`src/rtl/mygo_arb_pkg.sv`:
```
// mygo_arb_pkg: shared arbitration types and limits for channel sender merging
package mygo_arb_pkg;
  typedef enum logic [0:0] {ARB_IDLE, ARB_LOCKED} arb_state_t;
  localparam int ARB_MAX_SENDERS = 16;
endpackage

```
`src/rtl/mygo_rr_pick.sv`:
```
// mygo_rr_pick: combinational round-robin pick of the first request after last
module mygo_rr_pick #(
  parameter int N = 4,
  parameter int IDX_BITS = $clog2(N)
) (
  input  logic [N-1:0]        req,
  input  logic [IDX_BITS-1:0] last,
  output logic                any,
  output logic [IDX_BITS-1:0] idx
);
  always_comb begin
    any = |req;
    idx = '0;
    // Walk offsets from farthest to nearest so the nearest request after last wins.
    for (int k = N; k >= 1; k--)
      if (req[(int'(last) + k) % N]) idx = IDX_BITS'((int'(last) + k) % N);
  end
endmodule

```
`src/rtl/mygo_chan_arb.sv`:
```
// mygo_chan_arb: round-robin merge of N sender streams with burst locking into one registered port
module mygo_chan_arb
  import mygo_arb_pkg::*;
#(
  parameter int WIDTH = 32,
  parameter int N = 4,
  parameter int MAX_BURST = 8,
  parameter int IDX_BITS = $clog2(N)
) (
  input  logic                 clk,
  input  logic                 rst,
  input  logic [N*WIDTH-1:0]   s_data,
  input  logic [N-1:0]         s_valid,
  input  logic [N-1:0]         s_lock,
  output logic [N-1:0]         s_ready,
  output logic [WIDTH-1:0]     m_data,
  output logic                 m_valid,
  input  logic                 m_ready,
  output logic [IDX_BITS-1:0]  m_src
);
  localparam int BW = $clog2(MAX_BURST + 1);
  arb_state_t state, state_nx;
  logic [BW-1:0] burst, burst_nx;
  logic [IDX_BITS-1:0] last, pick, win;
  logic any, win_valid, fire, go_lock, done;
  mygo_rr_pick #(.N(N), .IDX_BITS(IDX_BITS)) u_pick (
    .req(s_valid),
    .last(last),
    .any(any),
    .idx(pick)
  );
  // While locked only the owner can win, so last always holds the owner index.
  assign win = state == ARB_LOCKED ? last : pick;
  assign win_valid = state == ARB_LOCKED ? s_valid[last] : any;
  assign fire = rst & (!m_valid | m_ready) & win_valid;
  assign s_ready = fire ? N'(1) << win : '0;
  assign go_lock = s_lock[win] && MAX_BURST > 1;
  assign done = !s_lock[win] || burst == BW'(MAX_BURST - 1);
  always_comb begin
    state_nx = !fire ? state : state == ARB_IDLE ? (go_lock ? ARB_LOCKED : ARB_IDLE) : (done ? ARB_IDLE : ARB_LOCKED);
    burst_nx = state_nx == ARB_LOCKED ? (fire ? burst + 1'b1 : burst) : '0;
  end
  always_ff @(posedge clk or negedge rst)
    if (!rst) begin
      state <= ARB_IDLE;
      burst <= '0;
    end else begin
      state <= state_nx;
      burst <= burst_nx;
    end
  always_ff @(posedge clk or negedge rst)
    if (!rst) begin
      m_valid <= 1'b0;
      m_data <= '0;
      m_src <= '0;
      last <= IDX_BITS'(N - 1);
    end else if (fire) begin
      m_valid <= 1'b1;
      m_data <= s_data[int'(win)*WIDTH +: WIDTH];
      m_src <= win;
      last <= win;
    end else if (m_ready) m_valid <= 1'b0;
endmodule

```
`config.mk`:
```
export PLATFORM = sky130hd
export DESIGN_NAME = mygo_chan_arb
export DESIGN_NICKNAME = d
export VERILOG_FILES = /design/src/rtl/mygo_arb_pkg.sv /design/src/rtl/mygo_rr_pick.sv /design/src/rtl/mygo_chan_arb.sv
export SDC_FILE = /design/constraint.sdc
export NUM_CORES = 1
export LEC_CHECK = 0
export BUFFER_PORTS_ARGS = -buffer_cell sky130_fd_sc_hd__buf_2
export CORE_MARGIN = 1
export CORE_UTILIZATION = 38
export CTS_CLUSTER_DIAMETER = 40
export DETAILED_ROUTE_END_ITERATION = 12
export PLACE_DENSITY = 0.83
export SLEW_MARGIN = 20
export SYNTH_ARGS = -nofsm -noshare
export SYNTH_HDL_FRONTEND = slang
export SYNTH_SLANG_ARGS = --single-unit
```
`constraint.sdc`:
```
create_clock -name clk -period 2 [get_ports clk]
set_input_delay 0.2 -clock clk [delete_from_list [all_inputs] [get_ports clk]]
set_output_delay 0.2 -clock clk [all_outputs]
set_load 0.1 [all_outputs]
```
# Yosys cells after proc, flatten, opt, wreduce, memory -nomap -nowiden
# Index checks and enable logic that the tools add are counted.
dict set report totals {
  reg_bits 42
  out_inout_bits 39
}
dict set report op_classes {
  addsub 5
  order_cmp 6
  n_eq_ne 2
  shifts 2
  n_mux 31
  bitwise_logic 7
  n_reduce_logical 9
}
# operator n
set op_table {}
lappend op_table {{$shiftx A128 B8 Y32} 1}
lappend op_table {{$mux W1} 17}
lappend op_table {{$lt A3 B4 Y1 const B} 4}
lappend op_table {{$bmux W1 S2} 6}
lappend op_table {{$mux W4} 3}
lappend op_table {{$mux W2} 5}
lappend op_table {{$reduce_or A2 Y1} 4}
lappend op_table {{$lt A2 B3 Y1 const B} 2}
lappend op_table {{$add A2 B1 Y2 const B} 2}
lappend op_table {{$add A2 B2 Y2 const B} 2}
lappend op_table {{$add A4 B1 Y4 const B} 1}
lappend op_table {{$and A1 B1 Y1 const A} 4}
lappend op_table {{$eq A4 B3 Y1 const B} 1}
lappend op_table {{$reduce_or A4 Y1} 1}
lappend op_table {{$shl A1 B2 Y4 const A} 1}
lappend op_table {{$and A1 B1 Y1} 2}
lappend op_table {{$logic_not A1 Y1} 2}
lappend op_table {{$ne A2 B1 Y1 const B} 1}
lappend op_table {{$reduce_bool A2 Y1} 1}
lappend op_table {{$logic_or A1 B1 Y1} 1}
lappend op_table {{$or A1 B1 Y1} 1}

# Logic depth before layout (Yosys ltp)
dict set report logic_depth {
  ltp_word 19
  mapped_depth 9
  ltp_nobuf 7
}

# Hierarchy
# A second synthesis with hierarchy kept.
dict set report hier_totals {
  hier_cells 396
  area_unflattened_um2 2950.3
}
# module instances cells_per_inst area_per_inst_um2
set modules_own_cells {}
lappend modules_own_cells {mygo_chan_arb 1 382 2859.0}
lappend modules_own_cells {mygo_rr_pick 1 14 91.3}

# Least setup slack after synthesis
# Ideal clock, no wire load.
dict set report synth_timing {
  path_kind {register to output}
  from {register m_valid}
  to {output port s_ready[0]}
  arrival_time_ns 3.804
  setup_slack_ns -2.004
  path_stages_with_launch 7
  cell_sequence {dfrtp_1 -> nand2b_1 -> o211ai_1 -> o21bai_1 -> buf_2 -> buf_1 -> nor3b_1}
}
dict set report synth_between {
  elab_chain_len 5
}
# item line
set synth_lines {}
lappend synth_lines {{start, declared} mygo_chan_arb.sv:17} ;# output logic m_valid,
lappend synth_lines {{start signal, assigned} mygo_chan_arb.sv:53} ;# m_valid <= 1'b0;
lappend synth_lines {{start signal, assigned} mygo_chan_arb.sv:58} ;# m_valid <= 1'b1;
lappend synth_lines {{start signal, assigned} mygo_chan_arb.sv:62} ;# end else if (m_ready) m_valid <= 1'b0;
lappend synth_lines {{$logic_not A1 Y1} mygo_chan_arb.sv:35} ;# assign fire = rst & (!m_valid | m_ready) & win_valid;
lappend synth_lines {{$or A1 B1 Y1} mygo_chan_arb.sv:35}
lappend synth_lines {{$and A1 B1 Y1 (2 in series)} mygo_chan_arb.sv:35}
lappend synth_lines {{$mux W4} mygo_chan_arb.sv:36} ;# assign s_ready = fire ? N'(1) << win : '0;
lappend synth_lines {{end, declared} mygo_chan_arb.sv:15} ;# output logic [N-1:0] s_ready,
# Every way passes these cells.

# Final worst setup path
dict set report layout_timing {
  from {register last[0]}
  to {output port s_ready[2]}
}
dict set report layout_between {
  elab_chain_len 11
}
# item line
set layout_lines {}
lappend layout_lines {{start, declared} mygo_chan_arb.sv:24} ;# logic [IDX_BITS-1:0] last, pick, win;
lappend layout_lines {{start signal, assigned} mygo_chan_arb.sv:56} ;# last <= IDX_BITS'(N - 1);
lappend layout_lines {{start signal, assigned} mygo_chan_arb.sv:61} ;# last <= win;
lappend layout_lines {{$add A2 B1 Y2} mygo_rr_pick.sv:16} ;# if (req[(int'(last) + k) % N]) idx = IDX_BITS'((int'(last) + k) % N);
lappend layout_lines {{$bmux W1 S2} mygo_rr_pick.sv:16}
lappend layout_lines {{$mux W1 (implied by the code) (2 in series)} mygo_rr_pick.sv:16}
lappend layout_lines {{$mux W2 (4 in series)} mygo_rr_pick.sv:16}
lappend layout_lines {{$mux W2} mygo_chan_arb.sv:33} ;# assign win = state == ARB_LOCKED ? last : pick;
lappend layout_lines {{$shl A1 B2 Y4} mygo_chan_arb.sv:36}
lappend layout_lines {{$mux W4 (*)} mygo_chan_arb.sv:36}
# Mark *: on every way between the ends. The rest lies on a longest branch, timed or not. The select of a mux whose other input is x is not followed.

==> impl_metrics.env <==
export IMPL_clkLatencyLatePin_ps=300
export IMPL_rows=29
export IMPL_gr_total_overflow=0
export IMPL_tightest_slew_ps=552
export IMPL_hold_viol=0
export IMPL_die_w_um=85.2
export IMPL_grt_max_degree=43
export IMPL_nNetsFinal=537
export IMPL_crit_type="reg2out"
export IMPL_crit_arrival_ps=2090
export IMPL_synth_top_area_share_pct=38.1
export IMPL_slowest_stage="dfstp_2"
export IMPL_synth_seq_cells=42
export IMPL_finalSetupViolations=41
export IMPL_max_freq_ghz=0.437
export IMPL_root_buffer="clkbuf_8"
export IMPL_dieArea_mm2=0.00726
export IMPL_drv_cap=0
export IMPL_rr_endpoint="m_data[29]"
export IMPL_boundaryPins=178
export IMPL_synth_nets=324
export IMPL_synth_flop_cell="dfrtp_1"
export IMPL_reg2reg_slack_ps=-240
export IMPL_syn2layout_area_growth_pct=65.9
export IMPL_busiest_layer="met2"
export IMPL_gp_congestion=0.850
export IMPL_cts_made_buffers=5
export IMPL_status="finished, violations left"
export IMPL_rr_worst_depth=7
export IMPL_skew_ps=11.9
export IMPL_antenna_found_initial=0
export IMPL_firstDrtPassIters=5
export IMPL_crit_chain="buf_6, mux4_2, o21bai_4, nand2b_4, nor2b_4, buf_12"
export IMPL_cts_tree="built"
export IMPL_fill_cells=510
export IMPL_slew_headroom_pct=63.2
export IMPL_synth_cells=184
export IMPL_critPathLaunchType="flip-flop"
export IMPL_clock_path_buffers=2
export IMPL_multi_input_area_mm2=0.00161
export IMPL_fin_util_pct=66.8
export IMPL_htreeDepth=2
export IMPL_wl_per_cell_um=17.4
export IMPL_ys_async_sr_fraction_pct=100
export IMPL_cp_max_fo=3
export IMPL_syn_cell_area_mm2=0.00263
export IMPL_yosys_area_top_type="dfrtp_1"
export IMPL_fin_crit_sh_pct=114
export IMPL_max_stage_delay_ps=560
export IMPL_seq_area_mm2=0.00106
export IMPL_yosys_warnings=0
export IMPL_core_mm2=0.00653
export IMPL_setup_tns_final_ps=-8000
export IMPL_met2_usage_pct=45.5
export IMPL_port_buffers=177
export IMPL_rsz0062_at_grt="yes"
export IMPL_grt_use_met3_pct=5.74
export IMPL_synth_edff_count=0
export IMPL_syn_area_per_cell_um2=14.3
export IMPL_die_y_um=85.2
export IMPL_grt_use_total_pct=22.8
export IMPL_vias=2518
export IMPL_hold_buffers=0
export IMPL_period_minus_slack_ps=2290
export IMPL_clkSinkCount=42
export IMPL_crit_path_end_kind="output port"
export IMPL_hp_class="in2async"
export IMPL_use_met1_pct=23.8
export IMPL_reg2reg_from="last[1]"
export IMPL_timing_final_ws_setup_ps=-288
export IMPL_drtIter0Drc=47
export IMPL_synth_area_leaders="dfrtp_1 38%, mux4_2 28%, mux2_2 14%"
export IMPL_vias_per_cell=5.30
export IMPL_start_util_pct=40.3
export IMPL_violations="setup timing"
export IMPL_grt_pass1_wl_um=12600
export IMPL_crit_required_ps=1800
export IMPL_hpwlAfterDp_um=5860
export IMPL_route_detailed_drc=0
export IMPL_drt_antenna_violating_nets=0
export IMPL_synth_distinct_cells=36
export IMPL_grt_pass1_vias=2695
export IMPL_drv_slew=0
export IMPL_diodes=0
export IMPL_path_clk_slew_ps=90
export IMPL_totalWireLength_um=8290
export IMPL_drive_above_1_share_pct=78.1
export IMPL_yosysSeqAreaShare_pct=40.1
## cells in the mapped netlist, types with 2 or more instances
cell	count
nor2_1	3
buf_6	3
nand2_1	10
buf_2	9
nand2b_1	2
mux2_2	32
dfstp_2	2
nor3_1	2
nor2b_1	2
dfrtp_1	40
mux4_2	33
nand3_1	6
nor3b_1	2
o21bai_1	3
nand3b_1	2
o21ai_0	6
o211ai_1	3
a31oi_1	2
inv_1	5
## critical path, delay by kind of cell, from the launching register on
kind	cells	cell delay (ps)
AND/OR/NAND/NOR	2	250
multiplexers	1	540
AO/OA/AOI/OAI	1	200
buffers and inverters	2	260
flip-flops	1	560
## stage by stage
| step | std cells | area, µm² | setup slack (ps) | hold WS, ps |
|---|---|---|---|---|
| after floorplan | 184 | 2700 | -310 | -95.6 |
| after global placement | 446 | 3890 | -122 | 371 |
| after detailed placement | 446 | 3890 | -181 | 384 |
| after CTS | 468 | 4270 | -315 | 52.9 |
| after global routing | 475 | 4360 | -347 | 77.3 |
| final | 475 | 4360 | -288 | 39.0 |
## registers in the layout, summed over array words and instances (netlist names)
signal	count
m_data	32
burst	4
last	2
m_src	2
m_valid	1
state	1
## repair_timing
| action | CTS | global route |
|---|---|---|
| buffers inserted | 10 | 9 |
| pin swaps | 7 | 9 |
| endpoints found under the setup margin | 40 | 41 |
| resized for setup | 21 | 7 |
| cloned | 4 | 2 |
## cells by family (layout without fill, tap and decap cells)
group,Yosys count,in the layout,share of synthesized area [%]
and+or+nand+nor,34,34,6.90
DFF,42,42,40.1
buffers and inverters,18,232,3.85
AOI/OAI and AO/OA,23,23,6.38
muxes,66,66,42.3
adders and majority gates,1,1,0.476
## worst max path at each step
stage / end / start
floorplan: s_ready[0] / m_valid
global route: s_ready[2] / last[0]
CTS: s_ready[2] / last[0]
finish: s_ready[2] / last[0]
detailed placement: m_data[6] / last[1]
global placement: m_data[2] / last[1]
## final cells by class
cell class	count	area share (%)
well taps	77	2.21
clock inverters	2	0.315
multi-input cells	124	36.9
flip-flops and latches	42	24.2
clock buffers	6	1.66
inverters	5	0.430
repair buffers	219	34.3
## placed cells by master (no fill, tap or decap), types with 2 or more instances in the layout
master | Yosys | routed
buf_12 | 0 | 14
a31oi_1 | 2 | 2
nand3b_1 | 2 | 2
dfstp_2 | 2 | 2
mux2_4 | 0 | 7
clkbuf_16 | 0 | 2
buf_4 | 0 | 21
nand2_1 | 10 | 9
inv_1 | 5 | 5
nor2_4 | 0 | 2
buf_2 | 9 | 173
mux2_2 | 32 | 25
o21ai_0 | 6 | 5
buf_6 | 3 | 6
mux4_2 | 33 | 33
a21boi_2 | 0 | 2
nand3_1 | 6 | 6
dfrtp_1 | 40 | 39
o211ai_1 | 3 | 3
clkbuf_8 | 0 | 5
## routing by layer
metal / vias to the layer above / part of all wire (%)
met5: - / 0
met4: 0 / 1.1
met3: 14 / 6.9
met2: 127 / 56
li1: 1155 / -
met1: 1222 / 36
Power is not shown: default switching activity piles up to over one toggle a cycle in this logic, so the estimate is an artifact.
